**config.mk**
```make
export PLATFORM = sky130hd
export DESIGN_NAME = sent_rx_crc_check_fast
export DESIGN_NICKNAME = d
export VERILOG_FILES = /design/src/rtl/sent_rx_crc_check_fast.sv
export SDC_FILE = /design/constraint.sdc
export NUM_CORES = 1
export LEC_CHECK = 0
export CAP_MARGIN = 20
export CORE_ASPECT_RATIO = 0.8
export CORE_MARGIN = 1
export CORE_UTILIZATION = 55
export DETAILED_ROUTE_END_ITERATION = 10
export PLACE_DENSITY = 0.87
export SKIP_CTS_REPAIR_TIMING = 1
export SLEW_MARGIN = 20
export SYNTH_ARGS = -nofsm -noshare
export SYNTH_HDL_FRONTEND = slang
export SYNTH_SLANG_ARGS = --single-unit
```
**constraint.sdc**
```tcl
create_clock -name clk_rx -period 6.4 [get_ports clk_rx]
set_clock_uncertainty 0.2 [all_clocks]
set_input_delay 1.6 -clock clk_rx [delete_from_list [all_inputs] [get_ports clk_rx]]
set_output_delay 1.6 -clock clk_rx [all_outputs]
set_load 0.01 [all_outputs]
```
**src/rtl/sent_rx_crc_check_fast.sv**
```systemverilog
// SENT fast-channel CRC checker: runs the 4-bit SENT CRC over 3, 4 or 6 data
// nibbles with a fixed latency and reports a match or a mismatch.
module sent_rx_crc_check_fast (
    input  logic        clk_rx,
    input  logic        reset,
    input  logic        enable_crc_check_fast6,
    input  logic        enable_crc_check_fast4,
    input  logic        enable_crc_check_fast3,
    input  logic [23:0] data_nibbles_in,
    input  logic [3:0]  crc_in,
    output logic        valid_data_fast,
    output logic [23:0] data_fast,
    output logic        crc_error_fast,
    output logic        busy_fast,
    output logic        overrun_fast
);

    localparam int unsigned NIB_W  = 4;
    localparam int unsigned DATA_W = 24;
    localparam int unsigned CNT_W  = 3;

    typedef enum logic [1:0] {IDLE, CALC, FINAL, CHECK} state_t;

    state_t              state, state_d;
    logic [NIB_W-1:0]    crc_reg, crc_reg_d;
    logic [NIB_W-1:0]    crc_lat, crc_lat_d;
    logic [DATA_W-1:0]   data_lat, data_lat_d;
    logic [DATA_W-1:0]   data_fast_d;
    logic [CNT_W-1:0]    cnt, cnt_d;
    logic [CNT_W-1:0]    n_reg, n_d;
    logic [NIB_W-1:0]    nib;
    logic                valid_d, err_d, busy_d, overrun_d, any_en;

    // Table form of one CRC step for x^4+x^3+x^2+1
    function automatic logic [NIB_W-1:0] crc_step(input logic [NIB_W-1:0] c);
        logic [NIB_W-1:0] t;
        case (c)
            4'd0:  t = 4'd0;   4'd1:  t = 4'd13;  4'd2:  t = 4'd7;   4'd3:  t = 4'd10;
            4'd4:  t = 4'd14;  4'd5:  t = 4'd3;   4'd6:  t = 4'd9;   4'd7:  t = 4'd4;
            4'd8:  t = 4'd1;   4'd9:  t = 4'd12;  4'd10: t = 4'd6;   4'd11: t = 4'd11;
            4'd12: t = 4'd15;  4'd13: t = 4'd2;   4'd14: t = 4'd8;   default: t = 4'd5;
        endcase
        return t;
    endfunction

    function automatic logic [DATA_W-1:0] mask_data(input logic [DATA_W-1:0] d,
                                                    input logic [CNT_W-1:0]  n);
        logic [DATA_W-1:0] m;
        case (n)
            3'd6:    m = d;
            3'd4:    m = {d[23:8], 8'h00};
            default: m = {d[23:12], 12'h000};
        endcase
        return m;
    endfunction

    assign any_en = enable_crc_check_fast6 | enable_crc_check_fast4 | enable_crc_check_fast3;

    // D1 is processed first, so counter 0 selects the top nibble
    always_comb begin
        case (cnt)
            3'd0:    nib = data_lat[23:20];
            3'd1:    nib = data_lat[19:16];
            3'd2:    nib = data_lat[15:12];
            3'd3:    nib = data_lat[11:8];
            3'd4:    nib = data_lat[7:4];
            3'd5:    nib = data_lat[3:0];
            default: nib = 4'h0;
        endcase
    end

    always_ff @(posedge clk_rx or negedge reset) begin
        if (!reset) begin
            state           <= IDLE;
            crc_reg         <= '0;
            crc_lat         <= '0;
            data_lat        <= '0;
            cnt             <= '0;
            n_reg           <= '0;
            data_fast       <= '0;
            valid_data_fast <= 1'b0;
            crc_error_fast  <= 1'b0;
            busy_fast       <= 1'b0;
            overrun_fast    <= 1'b0;
        end else begin
            state           <= state_d;
            crc_reg         <= crc_reg_d;
            crc_lat         <= crc_lat_d;
            data_lat        <= data_lat_d;
            cnt             <= cnt_d;
            n_reg           <= n_d;
            data_fast       <= data_fast_d;
            valid_data_fast <= valid_d;
            crc_error_fast  <= err_d;
            busy_fast       <= busy_d;
            overrun_fast    <= overrun_d;
        end
    end

    always_comb begin
        state_d     = state;
        crc_reg_d   = crc_reg;
        crc_lat_d   = crc_lat;
        data_lat_d  = data_lat;
        cnt_d       = cnt;
        n_d         = n_reg;
        data_fast_d = data_fast;
        valid_d     = 1'b0;
        err_d       = 1'b0;
        busy_d      = busy_fast;
        overrun_d   = 1'b0;
        case (state)
            IDLE: begin
                if (any_en) begin
                    data_lat_d = data_nibbles_in;
                    crc_lat_d  = crc_in;
                    n_d        = enable_crc_check_fast6 ? 3'd6 :
                                 enable_crc_check_fast4 ? 3'd4 : 3'd3;
                    crc_reg_d  = 4'b0101;
                    cnt_d      = '0;
                    busy_d     = 1'b1;
                    state_d    = CALC;
                end
            end
            CALC: begin
                overrun_d = any_en;
                crc_reg_d = crc_step(crc_reg) ^ nib;
                if (cnt == CNT_W'(n_reg - 3'd1)) begin
                    cnt_d   = '0;
                    state_d = FINAL;
                end else begin
                    cnt_d = CNT_W'(cnt + 3'd1);
                end
            end
            FINAL: begin
                overrun_d = any_en;
                crc_reg_d = crc_step(crc_reg);
                state_d   = CHECK;
            end
            CHECK: begin
                overrun_d = any_en;
                busy_d    = 1'b0;
                state_d   = IDLE;
                if (crc_reg == crc_lat) begin
                    valid_d     = 1'b1;
                    data_fast_d = mask_data(data_lat, n_reg);
                end else begin
                    err_d = 1'b1;
                end
            end
            default: begin
                busy_d  = 1'b0;
                state_d = IDLE;
            end
        endcase
    end

endmodule
```
==> results_dict.tcl, run 1 <==
set metrics [dict create \
    status "finished, final reports clean" \
    hold_class "flop to flop" \
    grt_max_degree 69 \
    path_cells "clkdlybuf4s50_1 > nor3_1 > nand2b_1 > buf_4 > mux2_2" \
    r2r_cells 5 \
    reg2reg_slack_ps 3900 \
    yosys-top-cells-area "dfrtp_1 51%, mux2_2 11%, mux2_4 6.7%" \
    vias 2227 \
    critical_path_class "input pin to flop" \
    grt_first_pass_wirelength_mm 11.2 \
    seq_area_frac_synth 0.508 \
    rsz0062_at_grt "no" \
    period_needed_ps 3800 \
    grt_usage 0.241 \
    dp_hpwl_mm 4.87 \
    final_cell_mix "68 x dfrtp_1, 59 x clkdlybuf4s50_1, 34 x mux2_2, 16 x inv_1" \
    pwr_density_cell_mw_per_mm2 527 \
    area_delta_synth_final_pct 25.8 \
    tritoncts "yes" \
    first_pass_iters 4 \
    max_stage_delay_ps 730 \
    endpoint "data_lat[16]$_DFFE_PN0P_" \
    synth_top_area_share 0.508 \
    maxSlewHeadroom 0.404 \
    cellLeakagePower_nw 1.93 \
    async_flop_share 1.00 \
    cap_violations 0 \
    synth_area_mm2 0.00335 \
    dpl_cell_area_mm2 0.00399 \
    fillers 444 \
    avgViaCountPerCell 5.51 \
    cp.arrival_ps 3840 \
    drcViolationCount 0 \
    fin_setup_tns_ps 0 \
    yosys_warnings 0 \
    slew_violations 0 \
    cts_sinks 68 \
    worst_pin_slew_ps 893 \
    htree_levels 3 \
    syn_area_per_cell_um2 12.9 \
    ys.flop_type "dfrtp_1" \
    period_share 0.594 \
    drt_iter0_markers 146 \
    fp.dieH_um 71.8 \
    endpoint_kind "flop" \
    start_kind "input pin" \
    setup_viol 0 \
    finalPower_mw 2.22 \
    grt.overflow.total 0 \
    timing.rr.end "data_lat[16]$_DFFE_PN0P_" \
    port_buffers 60 \
    seqPwrFrac 0.359 \
    power.switching_mw 0.781 \
    p_comb_frac 0.460 \
    dieArea_mm2 0.00641 \
    antenna_cells 0 \
    fmaxAchievable_ghz 0.263 \
    grt_pass1_vias 2315 \
    synth_edf_count 0 \
    final_common_cell "dfrtp_1" \
    syn_nets 307 \
    rows 25 \
    path_clk_slew_ps 70 \
    yosys_register_bits 68 \
    crit_required_ps 6440 \
    clk_latency_ps 350 \
    reg2reg_from "state[0]$_DFFE_PN0P_" \
    path_max_fanout 17 \
    cts-root-buf "clkbuf_8" \
    antenna_found_initial 0 \
    place_congestion 0.857 \
    p_int_mw 1.44 \
    drive_above_1_share 0.232 \
    core_region_area_mm2 0.00588 \
    wirelength_mm 6.75 \
    clock_path_buffers 2 \
    pin_count 61 \
    wl_per_cell_um 16.7 \
    die_w_um 89.2 \
    antenna_left 0 \
    finalHoldViolations 0 \
    yosys.area.top_type "dfrtp_1" \
    ir_drop_v 0.000291 \
    biggestRegsByFlops "data_fast x24, data_lat x24" \
    nets 366 \
    stdcell_area_mm2 0.00421 \
    initial_core_util 0.569 \
    cts_buffers 9 \
    syn_inst 259 \
    critPathLaunch "enable_crc_check_fast6" \
    synth_cell_types 40 \
    slowest_stage "nand2b_1" \
    power_frac_clock 0.180 \
    switching_share 0.352 \
]
==> Yosys cell counts, types with 6 or more instances <==
cell type / number
inv_1: 16
buf_2: 6
and3_1: 8
o21ai_0: 8
ha_1: 15
nand4_1: 7
nand2_1: 9
dfrtp_1: 68
a22oi_1: 6
mux2_2: 34
xor2_1: 6
mux2_4: 15
==> layout make-up <==
class,count,area (µm²),share of cell area
sequential,68,1700,0.404
multi-input combinational,161,1510,0.359
timing repair buffer,62,611,0.145
clock buffer,13,159,0.0377
tap,81,101,0.0241
clock inverter,3,68.8,0.0163
inverter,16,60.1,0.0143
==> through the flow <==
step | worst slack (ps) | hold WS (ps) | utilization | cells
2_1_floorplan | 3210 | 291 | - | 259
3_3_place_gp | 2350 | 277 | 0.678 | 388
3_5_place_dp | 2240 | 277 | 0.678 | 388
4_1_cts | 2620 | 294 | 0.716 | 404
5_1_grt | 2460 | 308 | 0.716 | 404
6_report | 2600 | 290 | 0.716 | 404
==> cells by family (layout without fill, tap and decap cells) <==
logic type	after synthesis	count (layout)	synth area share
flip-flops	68	68	0.508
XOR/XNOR	12	12	0.0359
AND/OR/NAND/NOR	39	39	0.0710
adder cells (fa/ha/maj)	15	15	0.0561
multiplexers	53	53	0.194
AO/OA/AOI/OAI	42	42	0.0949
buffers and inverters	30	94	0.0404
==> metal layers <==
layer | vias to the layer above | global-route usage | routed length, µm
met5 | - | 0 | 0
met4 | 0 | 0.0882 | 116
met3 | 12 | 0.0691 | 404
met2 | 64 | 0.394 | 3220
met1 | 1103 | 0.304 | 3010
li1 | 1048 | - | -
==> worst min-delay path by stage <==
stage	startpoint	to	slack, ps	depth (start not counted)
floorplan	n_reg[0]$_DFFE_PN0P_	n_reg[0]$_DFFE_PN0P_	290	2
detailed placement	data_fast[10]$_DFFE_PN0P_	data_fast[10]$_DFFE_PN0P_	280	1
global placement	data_fast[9]$_DFFE_PN0P_	data_fast[9]$_DFFE_PN0P_	280	1
finish	data_fast[10]$_DFFE_PN0P_	data_fast[10]$_DFFE_PN0P_	290	1
global route	data_fast[10]$_DFFE_PN0P_	data_fast[10]$_DFFE_PN0P_	310	1
CTS	data_fast[10]$_DFFE_PN0P_	data_fast[10]$_DFFE_PN0P_	290	1
==> worst max-delay path: cells and delay by family <==
family                 cells  cell delay [ps]
buffers and inverters      2              870
and+or+nand+nor            2             1000
muxes                      1              370
==> power groups by stage <==
| stage | logic, mW | registers, mW | clock network, mW |
|---|---|---|---|
| 2_1_floorplan | 0.725 | 0.768 | 0 |
| 3_3_place_gp | 0.982 | 0.793 | 0 |
| 3_5_place_dp | 1.02 | 0.804 | 0 |
| 4_1_cts | 1.03 | 0.798 | 0.409 |
| 5_1_grt | 1.12 | 0.825 | 0.423 |
| 6_report | 1.02 | 0.798 | 0.400 |
No activity file was read; power rests on OpenSTA's default activity.
==> run 2: changes to the inputs <==
--- a/config.mk
+++ b/config.mk
@@ -8,9 +8,9 @@
 export CAP_MARGIN = 20
 export CORE_ASPECT_RATIO = 0.8
 export CORE_MARGIN = 1
-export CORE_UTILIZATION = 55
+export CORE_UTILIZATION = 52
 export DETAILED_ROUTE_END_ITERATION = 10
-export PLACE_DENSITY = 0.87
+export PLACE_DENSITY = 0.83
 export SKIP_CTS_REPAIR_TIMING = 1
 export SLEW_MARGIN = 20
 export SYNTH_ARGS = -nofsm -noshare
==> constraint.sdc (replaced) <==
create_clock -name clk_rx -period 3.66 [get_ports clk_rx]
set_clock_uncertainty 0.2 [all_clocks]
set_input_delay 0.915 -clock clk_rx [delete_from_list [all_inputs] [get_ports clk_rx]]
set_output_delay 0.915 -clock clk_rx [all_outputs]
set_load 0.01 [all_outputs]
==> results_dict.tcl, run 2 (synthesized netlist as in run 1, its figures left out) <==
set metrics [dict create \
    cellLeakagePower_nw 1.93 \
    critical-path-top-delay-family "simple AND/OR/NAND/NOR gates" \
    fin_setup_tns_ps 0 \
    slowest_stage "or4b_2" \
    path_max_fanout 11 \
    critical_path_class "input pin to flop" \
    clk_latency_ps 340 \
    drcViolationCount 0 \
    drt_iter0_markers 192 \
    grt_max_degree 69 \
    drive_above_1_share 0.241 \
    antenna_found_initial 0 \
    wirelength_mm 6.90 \
    grt_pass1_vias 2328 \
    slew_violations 0 \
    final_cell_mix "68 x dfrtp_1, 59 x clkdlybuf4s50_1, 34 x mux2_2, 16 x inv_1" \
    fmaxAchievable_ghz 0.367 \
    path_clk_slew_ps 70 \
    stdcell_area_mm2 0.00422 \
    hold_class "flop to flop" \
    core_region_area_mm2 0.00607 \
    cts_buffers 9 \
    die_w_um 91.7 \
    area_delta_synth_final_pct 25.9 \
    port_buffers 60 \
    ir_drop_v 0.000543 \
    place_congestion 0.831 \
    max_stage_delay_ps 850 \
    avgViaCountPerCell 5.62 \
    dp_hpwl_mm 4.90 \
    clock_path_buffers 2 \
    initial_core_util 0.552 \
    period_needed_ps 2730 \
    start_kind "input pin" \
    antenna_cells 0 \
    fp.dieH_um 73.8 \
    finalWorstSetupSlack_ps 933 \
    grt_first_pass_wirelength_mm 11.8 \
    pin_count 61 \
    vias 2277 \
    pwr_density_cell_mw_per_mm2 923 \
    endpoint_kind "flop" \
    rows 25 \
    maxSlewHeadroom 0.435 \
    grt.overflow.total 0 \
    setup_viol 0 \
    dieArea_mm2 0.00677 \
    biggestRegsByFlops "data_fast x24, data_lat x24" \
    period_share 0.745 \
    cp.arrival_ps 2780 \
    cts-root-buf "clkbuf_8" \
    nets 367 \
    first_pass_iters 4 \
    path_cells "clkdlybuf4s50_1 > or4b_2 > o211ai_1 > a211oi_1 > nor3_1" \
    status "finished, final reports clean" \
    tritoncts "yes" \
    finalHoldViolations 0 \
    final_common_cell "dfrtp_1" \
    grt_usage 0.235 \
    wl_per_cell_um 17.0 \
    antenna_left 0 \
    rsz0062_at_grt "no" \
    cts_sinks 68 \
    dpl_cell_area_mm2 0.00399 \
    worst_pin_slew_ps 848 \
    htree_levels 3 \
    cap_violations 0 \
    whs_ps 301 \
    crit_required_ps 3710 \
    place_ws_ps 564 \
    critPathBufInv 1 \
]
==> run 2: cell types whose count changed in the layout (fill, tap and decap cells not counted), sizes merged <==
cell | before | now
buf | 3 | 4
clkbuf | 13 | 9
clkinv | 1 | 3
clkinvlp | 0 | 1
inv | 16 | 17
==> run 2: cell type report <==
cell class	count	area [µm²]
inverter	16	60.1
multi-input combinational	161	1510
clock inverter	7	98.8
clock buffer	9	124
fill	449	1850
sequential	68	1700
timing repair buffer	63	618
tap	81	101
==> run 2: final timing paths <==
| path | from | slack [ps] | cells past startpoint | endpoint |
|---|---|---|---|---|
| worst min register to register | data_fast[10]$_DFFE_PN0P_ | 300 | 1 | data_fast[10]$_DFFE_PN0P_ |
| min in group asynchronous | reset | 520 | 2 | data_fast[19]$_DFFE_PN0P_ |
| worst max register to register | state[0]$_DFFE_PN0P_ | 1240 | 6 | crc_reg[2]$_DFFE_PN0P_ |
| worst min-delay path | data_fast[10]$_DFFE_PN0P_ | 300 | 1 | data_fast[10]$_DFFE_PN0P_ |
| worst max-delay path | enable_crc_check_fast6 | 930 | 5 | crc_reg[2]$_DFFE_PN0P_ |
| max in group asynchronous | reset | 2130 | 2 | data_fast[15]$_DFFE_PN0P_ |
==> run 2: where the power goes <==
group / total, mW / internal, mW / leakage [nW] / switching, mW
logic: 1.81 / 0.999 / 0.977 / 0.814
clock network: 0.681 / 0.387 / 0.110 / 0.294
registers: 1.40 / 1.10 / 0.843 / 0.299
total: 3.89 / 2.49 / 1.93 / 1.41
==> run 2: stage by stage <==
step | total power, mW | cells | utilization
after global placement | 3.12 | 389 | 0.658
after floorplan | 2.61 | 259 | -
final | 3.89 | 405 | 0.695
after CTS | 3.91 | 405 | 0.695
after detailed placement | 3.21 | 389 | 0.658
after global routing | 4.17 | 405 | 0.695
==> run 2: per-layer routing <==
metal  routed length, µm  track usage
met5                   0            0
met4                  57       0.0747
met2                3320        0.387
met1                3110        0.303
met3                 419       0.0683
==> run 2: worst register-to-register path, stage by stage (launching register included) <==
cell,delay [ps]
dfrtp_1,400
inv_1,130
ha_1,310
or4b_2,770
o211ai_1,220
a211oi_1,110
nor3_1,190
==> run 3: changes to the inputs <==
--- a/config.mk
+++ b/config.mk
@@ -8,9 +8,9 @@
 export CAP_MARGIN = 20
 export CORE_ASPECT_RATIO = 0.8
 export CORE_MARGIN = 1
-export CORE_UTILIZATION = 52
+export CORE_UTILIZATION = 47
 export DETAILED_ROUTE_END_ITERATION = 10
-export PLACE_DENSITY = 0.83
+export PLACE_DENSITY = 0.8
 export SKIP_CTS_REPAIR_TIMING = 1
 export SLEW_MARGIN = 20
 export SYNTH_ARGS = -nofsm -noshare
==> constraint.sdc (replaced) <==
create_clock -name clk_rx -period 2.45 [get_ports clk_rx]
set_clock_uncertainty 0.2 [all_clocks]
set_input_delay 0.6125 -clock clk_rx [delete_from_list [all_inputs] [get_ports clk_rx]]
set_output_delay 0.6125 -clock clk_rx [all_outputs]
set_load 0.01 [all_outputs]
==> results_dict.tcl, run 3 (synthesized netlist as in run 1, its figures left out) <==
set metrics [dict create \
    grt_usage 0.208 \
    avgViaCountPerCell 5.49 \
    seq_area_mm2 0.00170 \
    cts-root-buf "clkbuf_8" \
    dieArea_mm2 0.00747 \
    biggestRegsByFlops "data_fast x24, data_lat x24" \
    multi_input_area_mm2 0.00151 \
    critical-path-top-delay-family "simple AND/OR/NAND/NOR gates" \
    period_needed_ps 2270 \
    period_share 0.925 \
    drt_iter0_markers 99 \
    vias 2296 \
    whs_ps 1.57 \
    fin_setup_tns_ps 0 \
    fp.dieH_um 77.5 \
    status "finished, final reports clean" \
    grt_pass1_vias 2284 \
    antenna_found_initial 0 \
    fillers 537 \
    critical_path_class "input pin to flop" \
    finalHoldViolations 0 \
    rows 27 \
    place_congestion 0.848 \
    grt_first_pass_wirelength_mm 11.6 \
    nets 376 \
    cts_sinks 68 \
    worst_pin_slew_ps 426 \
    cap_violations 0 \
    cp.arrival_ps 2320 \
    cts_buffers 9 \
    crit_required_ps 2500 \
    start_kind "input pin" \
    initial_core_util 0.486 \
    port_buffers 60 \
    final_common_cell "dfrtp_1" \
    final_cell_mix "68 x dfrtp_1, 59 x clkdlybuf4s50_1, 34 x mux2_2, 16 x inv_1" \
    finalPower_mw 5.82 \
    cellLeakagePower_nw 1.98 \
    slew_violations 0 \
    core_region_area_mm2 0.00689 \
    clk_latency_ps 340 \
    htree_levels 3 \
    max_stage_delay_ps 760 \
    path_clk_slew_ps 70 \
    first_pass_iters 4 \
    layout.cells.non_filler 418 \
    path_cells "clkdlybuf4s50_1 > or4b_2 > o211ai_1 > a211oi_1 > nor3_1" \
    wirelength_mm 7.03 \
    fmaxAchievable_ghz 0.441 \
    area_delta_synth_final_pct 28.3 \
    maxSlewHeadroom 0.713 \
    pin_count 61 \
    hold_class "input pin to asynchronous set/reset pin" \
    die_w_um 96.4 \
    grt.overflow.total 0 \
    grt_max_degree 52 \
    ir_drop_v 0.000734 \
    tritoncts "yes" \
    clock_path_buffers 2 \
    slowest_stage "or4b_2" \
    critPathBufInv 1 \
    antenna_left 0 \
    dp_hpwl_mm 5.10 \
    endpoint_kind "flop" \
    drive_above_1_share 0.254 \
    place_inst 404 \
    drcViolationCount 0 \
    antenna_cells 0 \
    path_max_fanout 5 \
    wl_per_cell_um 16.8 \
    setup_viol 0 \
    rsz0062_at_grt "no" \
    pwr_density_cell_mw_per_mm2 1360 \
]
-- run 3: changes by cell type in the layout (fill, tap and decap cells not counted) --
cell        change
clkbuf_8        +2
buf_12          +3
inv_6           -1
clkinvlp_4      -1
buf_4           +6
bufinv_16       -1
clkbuf_1        +1
clkinv_4        -2
-- run 3: metrics by stage --
step           setup WS (ps)  instance area [µm²]  utilization
2_1_floorplan            208                 3350            -
3_3_place_gp            -106                 4110        0.596
3_5_place_dp            -169                 4110        0.596
4_1_cts                  194                 4300        0.623
5_1_grt                  144                 4300        0.623
6_report                 183                 4300        0.623
-- run 3: where the power goes --
part	internal, mW	switching [mW]
Clock	0.513	0.391
Combinational	1.57	1.30
Sequential	1.65	0.393
Total	3.73	2.09
-- run 3: final cells by class --
class / instances / share of cell area
flip-flops and latches: 68 / 0.396
multi-input cells: 161 / 0.352
repair buffers: 72 / 0.168
clock buffers: 12 / 0.0361
clock inverters: 2 / 0.00816
inverters: 16 / 0.0140
well taps: 87 / 0.0253
-- run 3: worst paths after layout --
path	start	to	slack, ps	cells after the start
hold reg to reg	data_fast[11]$_DFFE_PN0P_	data_fast[11]$_DFFE_PN0P_	290	1
max in group asynchronous	reset	crc_lat[1]$_DFFE_PN0P_	1440	2
hold / removal	reset	data_fast[13]$_DFFE_PN0P_	2	1
setup reg to reg	state[1]$_DFFE_PN0P_	crc_reg[2]$_DFFE_PN0P_	250	6
min in group clk_rx	data_fast[11]$_DFFE_PN0P_	data_fast[11]$_DFFE_PN0P_	290	1
setup / recovery	enable_crc_check_fast6	crc_reg[2]$_DFFE_PN0P_	180	5
-- run 3: layer usage --
layer,GRT usage,share of wire,vias up,routed length [µm]
met2,0.309,0.47,69,3310
met5,0,0,-,0
met4,0.0500,0.012,0,86
met1,0.292,0.46,1150,3200
li1,-,-,1067,-
met3,0.0706,0.062,10,434
-- run 3: worst reg2reg max path, delay by kind of cell, from the launching register on --
| family | cells | cell delay (ps) |
|---|---|---|
| AO/OA/AOI/OAI | 2 | 340 |
| adder cells (fa/ha/maj) | 1 | 180 |
| buffers and inverters | 1 | 120 |
| flip-flops | 1 | 410 |
| AND/OR/NAND/NOR | 2 | 870 |
